==> src/rtl/vend_output_ctrl_if.sv <==
// Purpose: request/drive/status bundle between vending_machine, the output
//          controller and the chute hardware.
// Ports:   master drives dispense/change/drop_sensor and observes the rest;
//          slave (the controller) receives requests and drives actuators/status.
interface vend_output_ctrl_if #(
    parameter int STOCK_W = 8
);
    logic               dispense;    // 1-cycle vend request
    logic               change;      // 1-cycle change-coin request
    logic               drop_sensor; // item passing the chute sensor
    logic               motor_on;    // product motor drive
    logic               change_sol;  // change solenoid drive
    logic               vend_done;   // drop confirmed pulse
    logic               vend_fail;   // dispense discarded at zero stock pulse
    logic               req_drop;    // request lost to a full queue pulse
    logic [STOCK_W-1:0] stock;       // remaining items
    logic               sold_out;    // stock == 0
    logic               busy;        // controller not idle
    logic               fault;       // sticky jam indicator

    modport master (
        output dispense, change, drop_sensor,
        input  motor_on, change_sol, vend_done, vend_fail, req_drop,
               stock, sold_out, busy, fault
    );

    modport slave (
        input  dispense, change, drop_sensor,
        output motor_on, change_sol, vend_done, vend_fail, req_drop,
               stock, sold_out, busy, fault
    );
endinterface

==> src/rtl/vend_output_ctrl.sv <==
// Purpose: drives product motor and change solenoid from queued vend/change
//          requests, confirms drops, tracks stock and latches jam faults.
// Latency: request at edge N is queued at N, serviced from edge N+1; outputs
//          registered except sold_out (combinational from stock).
// Backpressure: none upstream; requests queue in 2-bit saturating counters,
//          overflow is reported by a 1-cycle req_drop pulse.
// Ports:   clk, reset (async active-high), bus (slave side of vend_output_ctrl_if).
module vend_output_ctrl #(
    parameter int MOTOR_CYCLES   = 8,
    parameter int TIMEOUT_CYCLES = 32,
    parameter int CHANGE_CYCLES  = 4,
    parameter int INIT_STOCK     = 10,
    parameter int STOCK_W        = 8
) (
    input  logic               clk,
    input  logic               reset,
    vend_output_ctrl_if.slave  bus
);

    typedef enum logic [2:0] {
        IDLE      = 3'd0,
        VEND      = 3'd1,
        WAIT_DROP = 3'd2,
        CHANGE    = 3'd3,
        FAULT     = 3'd4
    } state_t;

    localparam int CNT_MAX_A = (MOTOR_CYCLES > TIMEOUT_CYCLES) ? MOTOR_CYCLES : TIMEOUT_CYCLES;
    localparam int CNT_MAX   = (CNT_MAX_A > CHANGE_CYCLES) ? CNT_MAX_A : CHANGE_CYCLES;
    localparam int CNT_W     = (CNT_MAX < 2) ? 1 : $clog2(CNT_MAX + 1);

    state_t             state, state_nxt;
    logic [CNT_W-1:0]   cnt, cnt_nxt;
    logic [STOCK_W-1:0] stock_q, stock_nxt;
    logic [1:0]         pend_disp, pend_disp_nxt;
    logic [1:0]         pend_chg, pend_chg_nxt;
    logic               take_disp, take_chg;
    logic               done_nxt, fail_nxt, drop_nxt;
    logic               motor_q, sol_q, done_q, fail_q, drop_q, busy_q, fault_q;

    // Next-state and registered-output intent
    always_comb begin
        state_nxt = state;
        cnt_nxt   = cnt;
        stock_nxt = stock_q;
        take_disp = 1'b0;
        take_chg  = 1'b0;
        done_nxt  = 1'b0;
        fail_nxt  = 1'b0;

        case (state)
            IDLE: begin
                // Dispense wins over change so a purchase pays the item first.
                if (pend_disp != 2'd0) begin
                    take_disp = 1'b1;
                    if (stock_q != '0) begin
                        state_nxt = VEND;
                        cnt_nxt   = CNT_W'(1);
                    end else begin
                        fail_nxt = 1'b1;
                    end
                end else if (pend_chg != 2'd0) begin
                    take_chg  = 1'b1;
                    state_nxt = CHANGE;
                    cnt_nxt   = CNT_W'(1);
                end
            end

            VEND: begin
                if (bus.drop_sensor) begin
                    state_nxt = IDLE;
                    done_nxt  = 1'b1;
                    if (stock_q != '0) stock_nxt = stock_q - STOCK_W'(1);
                end else if (cnt == CNT_W'(MOTOR_CYCLES)) begin
                    state_nxt = WAIT_DROP;
                    cnt_nxt   = CNT_W'(1);
                end else begin
                    cnt_nxt = cnt + CNT_W'(1);
                end
            end

            WAIT_DROP: begin
                if (bus.drop_sensor) begin
                    state_nxt = IDLE;
                    done_nxt  = 1'b1;
                    if (stock_q != '0) stock_nxt = stock_q - STOCK_W'(1);
                end else if (cnt == CNT_W'(TIMEOUT_CYCLES)) begin
                    state_nxt = FAULT;
                end else begin
                    cnt_nxt = cnt + CNT_W'(1);
                end
            end

            CHANGE: begin
                if (cnt == CNT_W'(CHANGE_CYCLES)) begin
                    state_nxt = IDLE;
                end else begin
                    cnt_nxt = cnt + CNT_W'(1);
                end
            end

            FAULT: begin
                state_nxt = FAULT;
            end

            default: begin
                state_nxt = IDLE;
            end
        endcase
    end

    // Request queues: simultaneous increment and consume cancel out; a
    // request into a full queue (not drained this edge) is lost and reported.
    always_comb begin
        pend_disp_nxt = pend_disp;
        pend_chg_nxt  = pend_chg;
        drop_nxt      = 1'b0;

        if (bus.dispense && !take_disp) begin
            if (pend_disp == 2'd3) drop_nxt = 1'b1;
            else                   pend_disp_nxt = pend_disp + 2'd1;
        end else if (!bus.dispense && take_disp) begin
            pend_disp_nxt = pend_disp - 2'd1;
        end

        if (bus.change && !take_chg) begin
            if (pend_chg == 2'd3) drop_nxt = 1'b1;
            else                  pend_chg_nxt = pend_chg + 2'd1;
        end else if (!bus.change && take_chg) begin
            pend_chg_nxt = pend_chg - 2'd1;
        end
    end

    always_ff @(posedge clk or posedge reset) begin
        if (reset) begin
            state     <= IDLE;
            cnt       <= '0;
            stock_q   <= STOCK_W'(INIT_STOCK);
            pend_disp <= 2'd0;
            pend_chg  <= 2'd0;
            motor_q   <= 1'b0;
            sol_q     <= 1'b0;
            done_q    <= 1'b0;
            fail_q    <= 1'b0;
            drop_q    <= 1'b0;
            busy_q    <= 1'b0;
            fault_q   <= 1'b0;
        end else begin
            state     <= state_nxt;
            cnt       <= cnt_nxt;
            stock_q   <= stock_nxt;
            pend_disp <= pend_disp_nxt;
            pend_chg  <= pend_chg_nxt;
            // Actuators follow the state being entered so they switch on the
            // same edge as the transition.
            motor_q   <= (state_nxt == VEND);
            sol_q     <= (state_nxt == CHANGE);
            done_q    <= done_nxt;
            fail_q    <= fail_nxt;
            drop_q    <= drop_nxt;
            busy_q    <= (state_nxt != IDLE);
            fault_q   <= (state_nxt == FAULT);
        end
    end

    assign bus.motor_on   = motor_q;
    assign bus.change_sol = sol_q;
    assign bus.vend_done  = done_q;
    assign bus.vend_fail  = fail_q;
    assign bus.req_drop   = drop_q;
    assign bus.stock      = stock_q;
    assign bus.sold_out   = (stock_q == '0);
    assign bus.busy       = busy_q;
    assign bus.fault      = fault_q;

endmodule

==> src/flat_wrapper.sv <==
// flat-port wrapper written by rule: the top's interface ports become plain ports
module vend_output_ctrl_flat 
#(
    parameter int MOTOR_CYCLES   = 8,
    parameter int TIMEOUT_CYCLES = 32,
    parameter int CHANGE_CYCLES  = 4,
    parameter int INIT_STOCK     = 10,
    parameter int STOCK_W        = 8
)
  (clk, reset, bus_dispense, bus_change, bus_drop_sensor, bus_motor_on, bus_change_sol, bus_vend_done, bus_vend_fail, bus_req_drop, bus_stock, bus_sold_out, bus_busy, bus_fault);
  vend_output_ctrl_if #(.STOCK_W(STOCK_W)) bus_i ();
  input  logic clk;
  input  logic reset;
  input wire logic [$bits(bus_i.dispense)-1:0] bus_dispense;
  input wire logic [$bits(bus_i.change)-1:0] bus_change;
  input wire logic [$bits(bus_i.drop_sensor)-1:0] bus_drop_sensor;
  output wire logic [$bits(bus_i.motor_on)-1:0] bus_motor_on;
  output wire logic [$bits(bus_i.change_sol)-1:0] bus_change_sol;
  output wire logic [$bits(bus_i.vend_done)-1:0] bus_vend_done;
  output wire logic [$bits(bus_i.vend_fail)-1:0] bus_vend_fail;
  output wire logic [$bits(bus_i.req_drop)-1:0] bus_req_drop;
  output wire logic [$bits(bus_i.stock)-1:0] bus_stock;
  output wire logic [$bits(bus_i.sold_out)-1:0] bus_sold_out;
  output wire logic [$bits(bus_i.busy)-1:0] bus_busy;
  output wire logic [$bits(bus_i.fault)-1:0] bus_fault;
  assign bus_i.dispense = bus_dispense;
  assign bus_i.change = bus_change;
  assign bus_i.drop_sensor = bus_drop_sensor;
  assign bus_motor_on = bus_i.motor_on;
  assign bus_change_sol = bus_i.change_sol;
  assign bus_vend_done = bus_i.vend_done;
  assign bus_vend_fail = bus_i.vend_fail;
  assign bus_req_drop = bus_i.req_drop;
  assign bus_stock = bus_i.stock;
  assign bus_sold_out = bus_i.sold_out;
  assign bus_busy = bus_i.busy;
  assign bus_fault = bus_i.fault;
  vend_output_ctrl #(.MOTOR_CYCLES(MOTOR_CYCLES), .TIMEOUT_CYCLES(TIMEOUT_CYCLES), .CHANGE_CYCLES(CHANGE_CYCLES), .INIT_STOCK(INIT_STOCK), .STOCK_W(STOCK_W)) u_core (.clk(clk), .reset(reset), .bus(bus_i));
endmodule
==> config.mk <==
export PLATFORM = sky130hd
export DESIGN_NAME = vend_output_ctrl_flat
export DESIGN_NICKNAME = d
export VERILOG_FILES = /design/src/rtl/vend_output_ctrl_if.sv /design/src/rtl/vend_output_ctrl.sv /design/src/flat_wrapper.sv
export SDC_FILE = /design/constraint.sdc
export NUM_CORES = 1
export LEC_CHECK = 0
export ABC_AREA = 1
export CORE_MARGIN = 8
export CORE_UTILIZATION = 41
export DETAILED_ROUTE_END_ITERATION = 10
export PLACE_DENSITY = 0.74
export SYNTH_ARGS = -nofsm -noshare
export SYNTH_HDL_FRONTEND = slang
export SYNTH_SLANG_ARGS = --single-unit
export TNS_END_PERCENT = 20
==> constraint.sdc <==
create_clock -name clk -period 1.35 [get_ports clk]
set_input_delay 0.135 -clock clk [delete_from_list [all_inputs] [get_ports clk]]
set_output_delay 0.135 -clock clk [all_outputs]
set_load 0.05 [all_outputs]
==> flow_summary.ini <==
[logic_synthesis]
synth_compound_area_share_pct = 8.10
synth-main-ff-cell = dfrtp_1
yosys.area.top_type = dfrtp_1
synth_cell_types = 24
synth_area_um2 = 1670
yosysWarnings = 0
muxShareOfSynthArea_pct = 0
syn_avg_cell_area_um2 = 7.69
synth_async_sr_flop_share_pct = 100
synth_edf_count = 0
synth_cells = 217
yosysTopAreaCellShare_pct = 39.0
synthSimpleGateAreaFrac_pct = 34.5
netlist_top_cells_area = dfrtp_1 39%, nand2_1 13%, inv_1 6.7%
synth_fa_ha_area_share_pct = 3.00
synth-xor-area-share_pct = 4.20
synth_top_family_by_area = simple AND/OR/NAND/NOR gates
yosysMostFrequentCell = nand2_1
ys_seq_elements = 28
synthesis.nets = 226
synth_seq_area_share_pct = 42.1
ys_top_cells_by_count = 57 x nand2_1, 30 x inv_1, 26 x dfrtp_1

[cts]
cts_sinks = 28
postCtsHoldBufs = 0
clk_latency_ns = 0.28
cts-root-buf = clkbuf_8
cts_buffer_depth = 2
cts_tree = yes
clkTransAtPathRegs_ns = 0.10
cts_buffers = 3
cts_max_level = 1

[floorplan]
coreArea_um2 = 3970
row_count = 23
die_area_um2 = 6370
die_h_um = 79.8
io_pins = 21
dieWidth_um = 79.8
start_util_pct = 42.0

[routing]
post_drt_via_cell_ratio = 4.80
via_count = 1556
wirelength_um = 4250
ant_nets = 0
drc_errors = 0
firstDrtPassIters = 4
drtIter0Drc = 104
routedWlPerCell_um = 13.1

[timing]
hold_viol = 0
fin_setup_tns_ns = -1.44
post-route-period-util_pct = 113
tightest_slew_ns = 0.240
fin_ws_ns = -0.172
holdWs_ns = 0.174
slew_viol_final = 0
rsz0062_at_grt = true
finalSetupViolCount = 17
relSlewSlack_pct = 83.9
fmax_mhz = 657
fin_skew_ns = 0.00603
fin_crit_ns = 1.52

[finish]
n_antenna_cell = 0
final_cell_area_um2 = 2590
layoutNonFillerInstCount = 324
drive_gt1_share_pct = 39.1
fillers = 301
final_util_pct = 65.2
area_growth_pct = 55.2
nets = 284

[critical_path]
arrival_ns = 1.39
crit_type = reg2out
crit_family = flip-flops
cp-end-kind = output port
crit_fanout = 3
cp_data_required_time_ns = 1.22
slowest_delay_ns = 0.55
worst-path-buf-inv = 3
cpMaxStageDelayCell = dfstp_2
critPathLaunchType = flop
path_cells = inv_2 -> ha_4 -> nand2_4 -> nor2_4 -> buf_6 -> buf_12

[status]
outcome = finished with violations
violations = setup timing

[placement]
gp_congestion = 0.898
dpl_cell_area_um2 = 2350
dp_hpwl_um = 2910
dp.cells = 315
pre_cts_ws_ns = -0.100
io_buffers = 20

[min_path]
hold_path_class = in2async

[grt]
grt_pass1_wl_um = 6790
antenna_found_initial = 0
grt_max_degree = 29
grtUsageTotal_pct = 13.4
grt_remaining_overflow = 0
first_global_vias = 1537

[run]
cap_violations = 0

[power_and_ir_drop]
cellLeakagePower_nw = 1.33
power_mw = 6.38
vdd_drop_max_v = 0.00175
powerDensity_nw_per_um2 = 2460
-- kinds of logic (layout without fill, tap and decap cells) --
kind of cell / Yosys count / in the layout
xor+xnor: 8 / 8
buf+inv: 36 / 93
flops: 28 / 28
simple gates: 118 / 118
fa+ha+maj: 4 / 4
compound gates: 23 / 23
-- routing by layer --
layer / track usage (%) / vias to the layer above / share of wire (%)
li1: - / 793 / -
met1: 15.1 / 711 / 41
met2: 24.3 / 44 / 52
met3: 2.70 / 8 / 4.2
met4: 4.73 / 0 / 2.4
met5: 0 / - / 0
-- path summary, 6_finish.rpt --
check / start / cells after the start / end / slack, ns
setup reg to reg: u_core.bus.stock[1] / 8 / u_core.bus.stock[2] / -0.13
hold reg to reg: u_core.pend_chg[1] / 2 / u_core.pend_chg[1] / 0.56
max in group asynchronous: reset / 3 / u_core.bus.stock[1] / 0.94
setup / recovery: u_core.bus.stock[1] / 6 / bus_sold_out / -0.17
hold / removal: reset / 3 / u_core.pend_disp[1] / 0.17
min in group clk: bus_change / 3 / u_core.pend_chg[1] / 0.50
-- what timing repair did --
action	4_1_cts	5_1_grt
gates resized for setup	16	22
endpoints found under the setup margin	19	26
setup buffers	4	1
pin swaps	9	11
-- power by group --
| part | total (mW) | internal, mW | switching [mW] | leakage [nW] |
|---|---|---|---|---|
| combinational | 4.24 | 1.94 | 2.30 | 0.957 |
| sequential | 1.49 | 1.19 | 0.292 | 0.339 |
| clock | 0.662 | 0.397 | 0.265 | 0.0357 |
| total | 6.38 | 3.53 | 2.85 | 1.33 |
-- worst register-to-register path: cells and delay by family, from the launching register on --
kind                       cells  cell delay, ns
DFF                            1            0.55
and+or+nand+nor                4            0.34
buffers and inverters          2            0.20
xor gates and xnor gates       1            0.14
adders and majority gates      1            0.15
-- sequential cells by signal, summed over array words and instances (netlist names) --
name / flops
u_core.bus.busy: 1
u_core.bus.change_sol: 1
u_core.bus.fault: 1
u_core.bus.motor_on: 1
u_core.bus.req_drop: 1
u_core.bus.stock: 8
u_core.bus.vend_done: 1
u_core.bus.vend_fail: 1
u_core.cnt: 6
u_core.pend_chg: 2
u_core.pend_disp: 2
u_core.state: 3
-- area by class of cell --
class                      count  area [µm²]  area share [%]
multi-input combinational    153         958            37.0
sequential                    28         712            27.5
timing repair buffer          53         648            25.0
inverter                      36         138            5.31
tap                           50        62.6            2.42
clock buffer                   3        41.3            1.59
clock inverter                 1        30.0            1.16
-- layout by cell type, fill, tap and decap left out, types with 5 or more instances in the layout --
cell type / count
nor2_2: 5
xor2_1: 5
buf_12: 18
o21bai_1: 6
dfrtp_2: 7
nand2_1: 53
dfrtp_1: 19
inv_1: 26
nand3_2: 5
nor2_1: 17
o21ai_1: 5
nand3_1: 12
nor2_4: 9
inv_2: 9
nand2_4: 5
buf_4: 27
(Power assumes the default switching activity.)
